## src/rtl/char_move_ctrl.sv

```systemverilog
// Movement controller for one on-screen character: turns left/right/jump commands
// into a registered sprite position, facing, walk frame and motion state.
module char_move_ctrl #(
    parameter int X_W          = 10,
    parameter int Y_W          = 10,
    parameter int CNT_W        = 20,
    parameter int CHAR_W       = 64,
    parameter int CHAR_H       = 64,
    parameter int X_MAX        = 1023,
    parameter int Y_FLOOR      = 766,
    parameter int X_SPAWN      = 500,
    parameter int Y_SPAWN      = 702,
    parameter int MOVE_DIV     = 350000,
    parameter int AIR_DIV      = 650000,
    parameter int RISE_DIV0    = 200000,
    parameter int RISE_STEP    = 20000,
    parameter int RISE_DIV_MAX = 800000,
    parameter int FALL_DIV0    = 800000,
    parameter int FALL_STEP    = 20000,
    parameter int FALL_DIV_MIN = 150000,
    parameter int JUMP_HEIGHT  = 200,
    parameter int SLOW_ZONE    = 25,
    parameter int VAR_JUMP     = 1,
    parameter int ANIM_FRAMES  = 8,
    parameter int ANIM_PX      = 8
) (
    input  logic                           clk,
    input  logic                           rst,
    input  logic                           en,
    input  logic                           left,
    input  logic                           right,
    input  logic                           jump,
    input  logic                           respawn,
    input  logic                           on_ground,
    input  logic                           head_blocked,
    output logic [X_W-1:0]                 x,
    output logic [Y_W-1:0]                 y,
    output logic                           facing,
    output logic                           airborne,
    output logic [$clog2(ANIM_FRAMES)-1:0] frame,
    output logic [2:0]                     state_o,
    output logic                           landed
);

    typedef enum logic [2:0] {
        SPAWN = 3'd0,
        IDLE  = 3'd1,
        MOVE  = 3'd2,
        JUMP  = 3'd3,
        FALL  = 3'd4
    } state_t;

    localparam int FR_W = $clog2(ANIM_FRAMES);
    localparam int PX_W = (ANIM_PX > 1) ? $clog2(ANIM_PX) : 1;
    localparam int CW1  = CNT_W + 1;

    localparam logic [X_W-1:0]   X_RMAX   = X_W'(X_MAX - CHAR_W + 1);
    localparam logic [X_W-1:0]   X_SP     = X_W'(X_SPAWN);
    localparam logic [Y_W-1:0]   Y_SP     = Y_W'(Y_SPAWN);
    localparam logic [Y_W-1:0]   Y_GND    = Y_W'(Y_FLOOR - CHAR_H + 1);
    localparam logic [Y_W-1:0]   RISE_LIM = Y_W'(JUMP_HEIGHT);
    localparam logic [Y_W-1:0]   SLOW_AT  = Y_W'(JUMP_HEIGHT - SLOW_ZONE);
    localparam logic [CNT_W-1:0] MOVE_D   = CNT_W'(MOVE_DIV);
    localparam logic [CNT_W-1:0] AIR_D    = CNT_W'(AIR_DIV);
    localparam logic [CNT_W-1:0] RISE_D0  = CNT_W'(RISE_DIV0);
    localparam logic [CNT_W-1:0] FALL_D0  = CNT_W'(FALL_DIV0);
    localparam logic [FR_W-1:0]  FR_LAST  = FR_W'(ANIM_FRAMES - 1);
    localparam logic [PX_W-1:0]  PX_LAST  = PX_W'(ANIM_PX - 1);

    function automatic logic [CNT_W-1:0] rise_div_up(input logic [CNT_W-1:0] d);
        logic [CW1-1:0] s;
        s = {1'b0, d} + CW1'(RISE_STEP);
        if (s > CW1'(RISE_DIV_MAX)) return CNT_W'(RISE_DIV_MAX);
        return s[CNT_W-1:0];
    endfunction

    function automatic logic [CNT_W-1:0] fall_div_down(input logic [CNT_W-1:0] d);
        logic [CW1-1:0] lim;
        lim = CW1'(FALL_DIV_MIN) + CW1'(FALL_STEP);
        if ({1'b0, d} < lim) return CNT_W'(FALL_DIV_MIN);
        return d - CNT_W'(FALL_STEP);
    endfunction

    function automatic logic [FR_W-1:0] next_frame(input logic [FR_W-1:0] f);
        return (f == FR_LAST) ? '0 : f + FR_W'(1);
    endfunction

    state_t           state_q, state_d;
    logic [X_W-1:0]   x_q, x_d;
    logic [Y_W-1:0]   y_q, y_d;
    logic [Y_W-1:0]   y_start_q, y_start_d;
    logic             facing_q, facing_d;
    logic             airborne_q, airborne_d;
    logic             landed_q, landed_d;
    logic [FR_W-1:0]  frame_q, frame_d;
    logic [PX_W-1:0]  px_q, px_d;
    logic [CNT_W-1:0] hcnt_q, hcnt_d;
    logic [CNT_W-1:0] vcnt_q, vcnt_d;
    logic [CNT_W-1:0] rise_div_q, rise_div_d;
    logic [CNT_W-1:0] fall_div_q, fall_div_d;

    logic             grounded, dir, moved;
    logic [CNT_W-1:0] hdiv;
    logic [Y_W-1:0]   rise;

    always_ff @(posedge clk or posedge rst) begin
        if (rst) begin
            state_q    <= SPAWN;
            x_q        <= X_SP;
            y_q        <= Y_SP;
            y_start_q  <= '0;
            facing_q   <= 1'b1;
            airborne_q <= 1'b0;
            landed_q   <= 1'b0;
            frame_q    <= '0;
            px_q       <= '0;
            hcnt_q     <= '0;
            vcnt_q     <= '0;
            rise_div_q <= RISE_D0;
            fall_div_q <= FALL_D0;
        end else begin
            state_q    <= state_d;
            x_q        <= x_d;
            y_q        <= y_d;
            y_start_q  <= y_start_d;
            facing_q   <= facing_d;
            airborne_q <= airborne_d;
            landed_q   <= landed_d;
            frame_q    <= frame_d;
            px_q       <= px_d;
            hcnt_q     <= hcnt_d;
            vcnt_q     <= vcnt_d;
            rise_div_q <= rise_div_d;
            fall_div_q <= fall_div_d;
        end
    end

    always_comb begin
        state_d    = state_q;
        x_d        = x_q;
        y_d        = y_q;
        y_start_d  = y_start_q;
        facing_d   = facing_q;
        landed_d   = 1'b0;
        frame_d    = frame_q;
        px_d       = px_q;
        hcnt_d     = hcnt_q;
        vcnt_d     = vcnt_q;
        rise_div_d = rise_div_q;
        fall_div_d = fall_div_q;
        moved      = 1'b0;
        grounded   = on_ground | (y_q == Y_GND);
        dir        = left ^ right;
        hdiv       = (state_q == MOVE) ? MOVE_D : AIR_D;
        rise       = y_start_q - y_q;

        if (en) begin
            if (respawn) begin
                state_d    = SPAWN;
                x_d        = X_SP;
                y_d        = Y_SP;
                frame_d    = '0;
                px_d       = '0;
                hcnt_d     = '0;
                vcnt_d     = '0;
                rise_div_d = RISE_D0;
                fall_div_d = FALL_D0;
            end else begin
                // Horizontal stepping only exists while walking or airborne
                if (!(state_q inside {MOVE, JUMP, FALL}) || !dir) begin
                    hcnt_d = '0;
                end else if (hcnt_q >= hdiv) begin
                    hcnt_d = '0;
                    if (right && x_q < X_RMAX) begin
                        x_d   = x_q + X_W'(1);
                        moved = 1'b1;
                    end else if (left && x_q > '0) begin
                        x_d   = x_q - X_W'(1);
                        moved = 1'b1;
                    end
                end else begin
                    hcnt_d = hcnt_q + CNT_W'(1);
                end
                if (dir) facing_d = right;

                case (state_q)
                    SPAWN: state_d = FALL;
                    IDLE: begin
                        frame_d = '0;
                        if (jump && grounded) state_d = JUMP;
                        else if (dir)         state_d = MOVE;
                        else if (!grounded)   state_d = FALL;
                    end
                    MOVE: begin
                        if (moved) begin
                            if (px_q == PX_LAST) begin
                                px_d    = '0;
                                frame_d = next_frame(frame_q);
                            end else begin
                                px_d = px_q + PX_W'(1);
                            end
                        end
                        if (jump && grounded) state_d = JUMP;
                        else if (!grounded)   state_d = FALL;
                        else if (!dir)        state_d = IDLE;
                    end
                    JUMP: begin
                        if (moved) frame_d = next_frame(frame_q);
                        // Exit wins over a due step so the rise ends exactly where it stands
                        if (rise >= RISE_LIM || head_blocked || y_q == '0 ||
                            (VAR_JUMP != 0 && !jump)) begin
                            state_d = FALL;
                        end else if (vcnt_q >= rise_div_q) begin
                            y_d    = y_q - Y_W'(1);
                            vcnt_d = '0;
                            if (rise + Y_W'(1) >= SLOW_AT) rise_div_d = rise_div_up(rise_div_q);
                        end else begin
                            vcnt_d = vcnt_q + CNT_W'(1);
                        end
                    end
                    FALL: begin
                        if (grounded || y_q > Y_GND) begin
                            state_d  = IDLE;
                            landed_d = 1'b1;
                            frame_d  = '0;
                            if (y_q > Y_GND) y_d = Y_GND;
                        end else if (vcnt_q >= fall_div_q) begin
                            y_d        = y_q + Y_W'(1);
                            vcnt_d     = '0;
                            fall_div_d = fall_div_down(fall_div_q);
                        end else begin
                            vcnt_d = vcnt_q + CNT_W'(1);
                        end
                    end
                    default: state_d = IDLE;
                endcase

                if (state_d != state_q) begin
                    hcnt_d = '0;
                    vcnt_d = '0;
                    px_d   = '0;
                    if (state_d == JUMP) begin
                        y_start_d  = y_q;
                        rise_div_d = RISE_D0;
                    end
                    if (state_d == FALL) fall_div_d = FALL_D0;
                end
            end
        end
        airborne_d = (state_d == JUMP) || (state_d == FALL);
    end

    assign x        = x_q;
    assign y        = y_q;
    assign facing   = facing_q;
    assign airborne = airborne_q;
    assign frame    = frame_q;
    assign state_o  = state_q;
    assign landed   = landed_q;

endmodule

```

## config.mk

```make
export PLATFORM = sky130hd
export DESIGN_NAME = char_move_ctrl
export DESIGN_NICKNAME = d
export VERILOG_FILES = /design/src/rtl/char_move_ctrl.sv
export SDC_FILE = /design/constraint.sdc
export NUM_CORES = 1
export LEC_CHECK = 0
export ABC_AREA = 1
export CAP_MARGIN = 10
export CORE_MARGIN = 1
export CORE_UTILIZATION = 50
export DETAILED_ROUTE_END_ITERATION = 10
export PLACE_DENSITY = 0.67
export SYNTH_ARGS = -nofsm -noshare
export SYNTH_HDL_FRONTEND = slang
export SYNTH_SLANG_ARGS = --single-unit
```

## constraint.sdc

```tcl
create_clock -name clk -period 5.1 [get_ports clk]
set_clock_uncertainty 0.2 [all_clocks]
set_input_delay 0.765 -clock clk [delete_from_list [all_inputs] [get_ports clk]]
set_output_delay 0.765 -clock clk [all_outputs]
set_load 0.01 [all_outputs]
```

After elaboration in Yosys (flattened, before gate mapping)
Index checks and enable logic that the tools add are counted.

cells by class
  $add $sub $neg = 12
  multiply operators = 0
  divide/modulo/power cells = 0
  $lt $le $gt $ge = 10
  equal/unequal tests = 23
  shifts and indexed selects = 0
  mux-type cells = 89
  bitwise gates (word level) = 3
  reduce and logical (&&, ||, !) cells = 29

operators by type and width
  kind                      number
  $mux W20                  28
  $mux W10                  11
  $mux W3                   23
  $ge A20 B20 Y1            3
  $add A20 B1 Y20 const B   2
  $pmux W20 S2              1
  $add A10 B1 Y10 const B   3
  $mux W1                   23
  $add A20 B15 Y21 const B  1
  $gt A21 B20 Y1 const B    1
  $ge A10 B8 Y1 const B     2
  $lt A20 B18 Y1 const B    1
  $pmux W10 S2              1
  $sub A10 B1 Y10 const B   2
  $sub A20 B15 Y20 const B  1
  $eq A3 B3 Y1 const B      5
  $ne A3 B2 Y1 const B      5
  $pmux W3 S5               1
  $reduce_bool A3 Y1        5
  $eq A3 B2 Y1 const B      4
  $pmux W3 S4               1
  $reduce_and A4 Y1         3
  $reduce_and A6 Y1         2
  $eq A10 B10 Y1 const B    1
  other kinds (24)          36

storage, ports and cells
  register bits = 122
  bits in latches = 0
  RAM bits = 0
  bits in read-only memories = 0
  input port bits = 9
  output and inout bits = 29
  memories = 0

Depth between registers and ports, before layout
  depth in word-level cells = 17
  gate-level depth with buffers = 25
  mapped depth without buffers = 24

Worst setup path after synthesis
Ideal clock, no wire load.

  path type = register to register
  start = register y_q[2] (netlist: y[2])
  end = register vcnt_q[11]
  arrival = 2.714 ns
  slack = 2.069 ns
  stages on the path, launching flop included = 23
  period minus slack after synthesis = 3.031 ns
  path through = dfstp_2 > buf_2 > inv_1 > ha_1 > a21oi_1 > nand2_1 > nand2_1 > nand2_1 > nand2_1 > nand2_2 > nand2_2 > clkinv_2 > nand2_4 > nand3_4 > nand3_1 > nand2_2 > nor2_4 > nand2_4 > nand2_4 > nand2_2 > buf_6 > nand2_1 > nand2_1

between the ends
  longest elaborated chain between the ends = 12
  elaborated cells on any way between the ends = 28
  those cells by class = add/sub (1); order compare (2); eq/ne (4); mux (12); bitwise (1); reduce/logical (8)

RTL lines
  item                                                            line  RTL
  from (decl)                                                     90    logic [Y_W-1:0] y_q, y_d;
  from (signal assigned)                                          124   y_q <= y_d;
  $sub A10 B10 Y10                                                155   rise = y_start_q - y_q;
  $ge A10 B8 Y1                                                   210   if (rise >= RISE_LIM || head_blocked || y_q == '0 ||
  $logic_or A1 B1 Y1 (3 in a row)                                 210
  $mux W3                                                         210
  $pmux W3 S5                                                     186   case (state_q)
  $mux W3                                                         158   if (respawn) begin
  $mux W3                                                         157   if (en) begin
  $ne A3 B3 Y1                                                    238   if (state_d != state_q) begin
  $ne A4 B3 Y1 (no source line) (tied with other cells)           --
  $reduce_and A4 Y1 (no source line) or $mux W20 (tied branches)  --
  to (signal assigned)                                            132   vcnt_q <= vcnt_d;
  to (decl)                                                       98    logic [CNT_W-1:0] vcnt_q, vcnt_d;

Parallel ways exist; a longest one is shown, timed or not. The select of a mux whose other input is x is not followed.
A chain may end at the register's enable or synchronous reset.

Worst setup path after layout
  start = register y_q[0] (netlist: y[0])
  end = register vcnt_q[12]

The elaborated chain is that of the path after synthesis.

==> qor.txt <==
Run status - completed
EDFF count, synth - 0
# resized after CTS - 0
# Max-Cap Violations - 0
Number of global-route vias before repair - 8408
Core ar. - 19500 um^2
CP dominant cell by count - nand2_1
Clock latency on the worst-skew pair - 0.43 ns
Synth warn - 0
DRT iter0 DRCs - 628
Height of the die - 143 um
GRT Overall Usage - 0.253
Detailed-route DRC error count - 0
Drt pass-1 iters - 5
Final setup viols - 0
Rows - 51
Logic pwr share - 0.282
Net Sw Power - 1.13 mW
Wirelength per Cell - 14.0 um
H-Tree Level Count - 4
Netlist Area Pre-Place - 9970 um^2
Clk pwr share - 0.367
WS Path Type - flop to flop
Crit path cell chain - ha_1 > inv_1 > fa_1 > nand3_1 > nand2_2 > nand2_1 > nand3_1 > nand2_2 > nand2_2 > clkinv_2 > nand2_4 > nand2_1 > nand2_1 > nand2_1 > nand2_1 > nand2_1 > nand2_2 > nand2_1 > nand2_1
VDD IR-drop max - 0.223 mV
Slew of the pin with the lowest slew margin - 0.751 ns
Post-synth top flop - dfrtp_1
Ys async rst share - 1.00
I/O Buffers - 37
Post-CTS Hold Buffers - 0
Filler cells - 1906
Clk sink count - 122
Max Fclk - 0.260 GHz
R2R cell count - 19
Total negative slack - 0 ns
Vias post-DR - 9309
CTS tree - yes
Share of layout cells above drive strength 1 - 0.0915
Register share of total power - 0.351
Sequential area share after synthesis - 0.309
Post-layout min period - 3.85 ns
Worst path slowest cell - dfrtp_1
Clock buffer count from CTS - 17
Post-synthesis cell type count - 52
Initial Util - 0.511
Cells after Synth - 1447
PwrDens - 292 nW/um^2
Final RePlAce weighted congestion - 0.855
Largest net degree at the start of global routing - 54
Layout area overhead - 11.1%
Startpoint types - flop
Nets - 1561
Die area - 20500 um^2
Average via count per standard cell - 5.31
Syn_nets - 1534
Die Wd - 143 um
Postcts setup bufs - 0
Max-slew headroom - 0.491
RSZ-0062 raised after global routing - false
Internal power - 2.10 mW
Switching Share - 0.350
Total grt overflow - 0
CP peak stage delay - 0.58 ns
N_diodes - 0
Seq cells post-synth - 122
Ports - 38
Data required, critical path - 5.21 ns
Antenna Nets Post-Route - 0
Final hold viol count - 0
Part of the cycle the worst path needs - 0.754
CTS root buffer - clkbuf_16
Post-Route WL - 24500 um
Post-synthesis area per instance - 6.89 um^2
Crit path max fanout - 21
Critical Path AT - 3.96 ns
Hold depth - 2
Max Buffers Root-to-Sink - 2
Post-layout utilization of the core - 0.568
Fin. max-slew vios - 0
First-pass GRT wire length - 41100 um
Worst min path class - flop to flop
Worst Setup End Kind - flop
Initial antenna violation count - 0
Detail Placement HPWL - 18100 um
Worst-path clk slew - 0.06 ns
Leak - 5.52 nW
[stage by stage]
stage	cells	power [mW]	area [um^2]	worst slack (ns)	hold WS (ns)
after CTS	1752	3.25	11100	1.25	0.293
after global placement	1720	2.04	10500	1.19	0.270
after detailed placement	1720	2.05	10500	1.21	0.280
after global routing	1752	3.41	11100	0.852	0.326
final	1752	3.23	11100	1.25	0.290
after floorplan	1447	1.81	9970	0.936	0.253
[metal layers]
layer,share of wire,routed length (um),GRT usage,vias to the layer above
li1,-,-,-,4808
met1,0.49,12000,0.350,4265
met2,0.45,11000,0.405,196
met3,0.043,1050,0.0426,40
met4,0.015,356,0.0728,0
met5,0,0,0,-
[cell usage in the layout (no fill, tap or decap), drive strengths merged, types with 4 or more instances in the layout]
cell type      netlist  routed
nor2               130     130
o21a                 4       4
buf                 18       8
nor4                10      10
nand2              406     406
xor2                37      37
nor3                21      21
clkdlybuf4s50        0      36
o31ai                5       5
clkbuf              18      24
a21oi               62      62
a22oi                8       8
nand4               28      28
o22ai               14      14
nand3              118     118
a21o                 4       4
clkinv               4       8
ha                  76      76
dfstp               26      26
dfrtp               96      96
o21ai              121     121
nand3b               7       7
inv                199     199
or2                 10      10
[state kept, by name, indices dropped and copies added, names as in the netlist]
signal	flops
fall_div_q	20
hcnt_q	20
rise_div_q	20
vcnt_q	20
x	10
y	10
y_start_q	10
frame	3
px_q	3
state_o	3
airborne	1
facing	1
landed	1
[cell usage after synthesis (10+ instances only)]
cell type | count | area (um^2)
o21ai_0 | 110 | 551
inv_2 | 13 | 48.8
nand4_1 | 28 | 175
nor4_1 | 10 | 62.6
dfrtp_1 | 96 | 2400
inv_1 | 186 | 698
a21oi_1 | 61 | 305
nand3_1 | 115 | 576
nor2_1 | 120 | 450
dfstp_2 | 26 | 683
nand2_1 | 378 | 1420
ha_1 | 76 | 951
clkbuf_1 | 18 | 67.6
nand2_2 | 25 | 156
nor3_1 | 21 | 105
o22ai_1 | 14 | 87.6
or2_2 | 10 | 62.6
xor2_1 | 37 | 324
[layout make-up]
| cell class | count | area, um^2 | area share |
|---|---|---|---|
| inverter | 203 | 766 | 0.0691 |
| sequential | 122 | 3090 | 0.278 |
| tap | 265 | 332 | 0.0299 |
| multi-input combinational | 1086 | 5910 | 0.534 |
| clock buffer | 24 | 472 | 0.0426 |
| clock inverter | 8 | 95.1 | 0.00858 |
| timing repair buffer | 44 | 418 | 0.0377 |
[cells by family (layout without fill, tap and decap cells)]
family                     after synthesis  in the layout  synth area share
and+or+nand+nor                        731            731             0.324
buffers and inverters                  239            279            0.0977
AOI/OAI and AO/OA                      236            236             0.134
DFF                                    122            122             0.309
adders and majority gates               78             78            0.0993
xor gates and xnor gates                40             40            0.0351
muxes                                    1              1           0.00100
[critical path, delay by kind of cell (launching register included)]
kind | cells | cell delay, ns
and+or+nand+nor | 15 | 2.17
adders and majority gates | 2 | 0.64
DFF | 1 | 0.58
buffers and inverters | 2 | 0.14
[power groups by stage]
| stage | clock network (mW) | logic [mW] | registers [mW] |
|---|---|---|---|
| final | 1.19 | 0.911 | 1.13 |
| after global placement | 0 | 0.895 | 1.15 |
| after CTS | 1.21 | 0.912 | 1.13 |
| after floorplan | 0 | 0.691 | 1.12 |
| after global routing | 1.24 | 1.03 | 1.14 |
| after detailed placement | 0 | 0.904 | 1.15 |
[path summary, 6_finish.rpt]
check	startpoint	endpoint	slack, ns
min in group asynchronous	rst	x[0]	0.61
max in group asynchronous	rst	fall_div_q[10]	3.12
hold reg to reg	px_q[1]	px_q[1]	0.29
hold / removal	px_q[1]	px_q[1]	0.29
setup / recovery	y[0]	vcnt_q[12]	1.25
setup reg to reg	y[0]	vcnt_q[12]	1.25
Note: power is estimated with default switching activity, not from simulation.
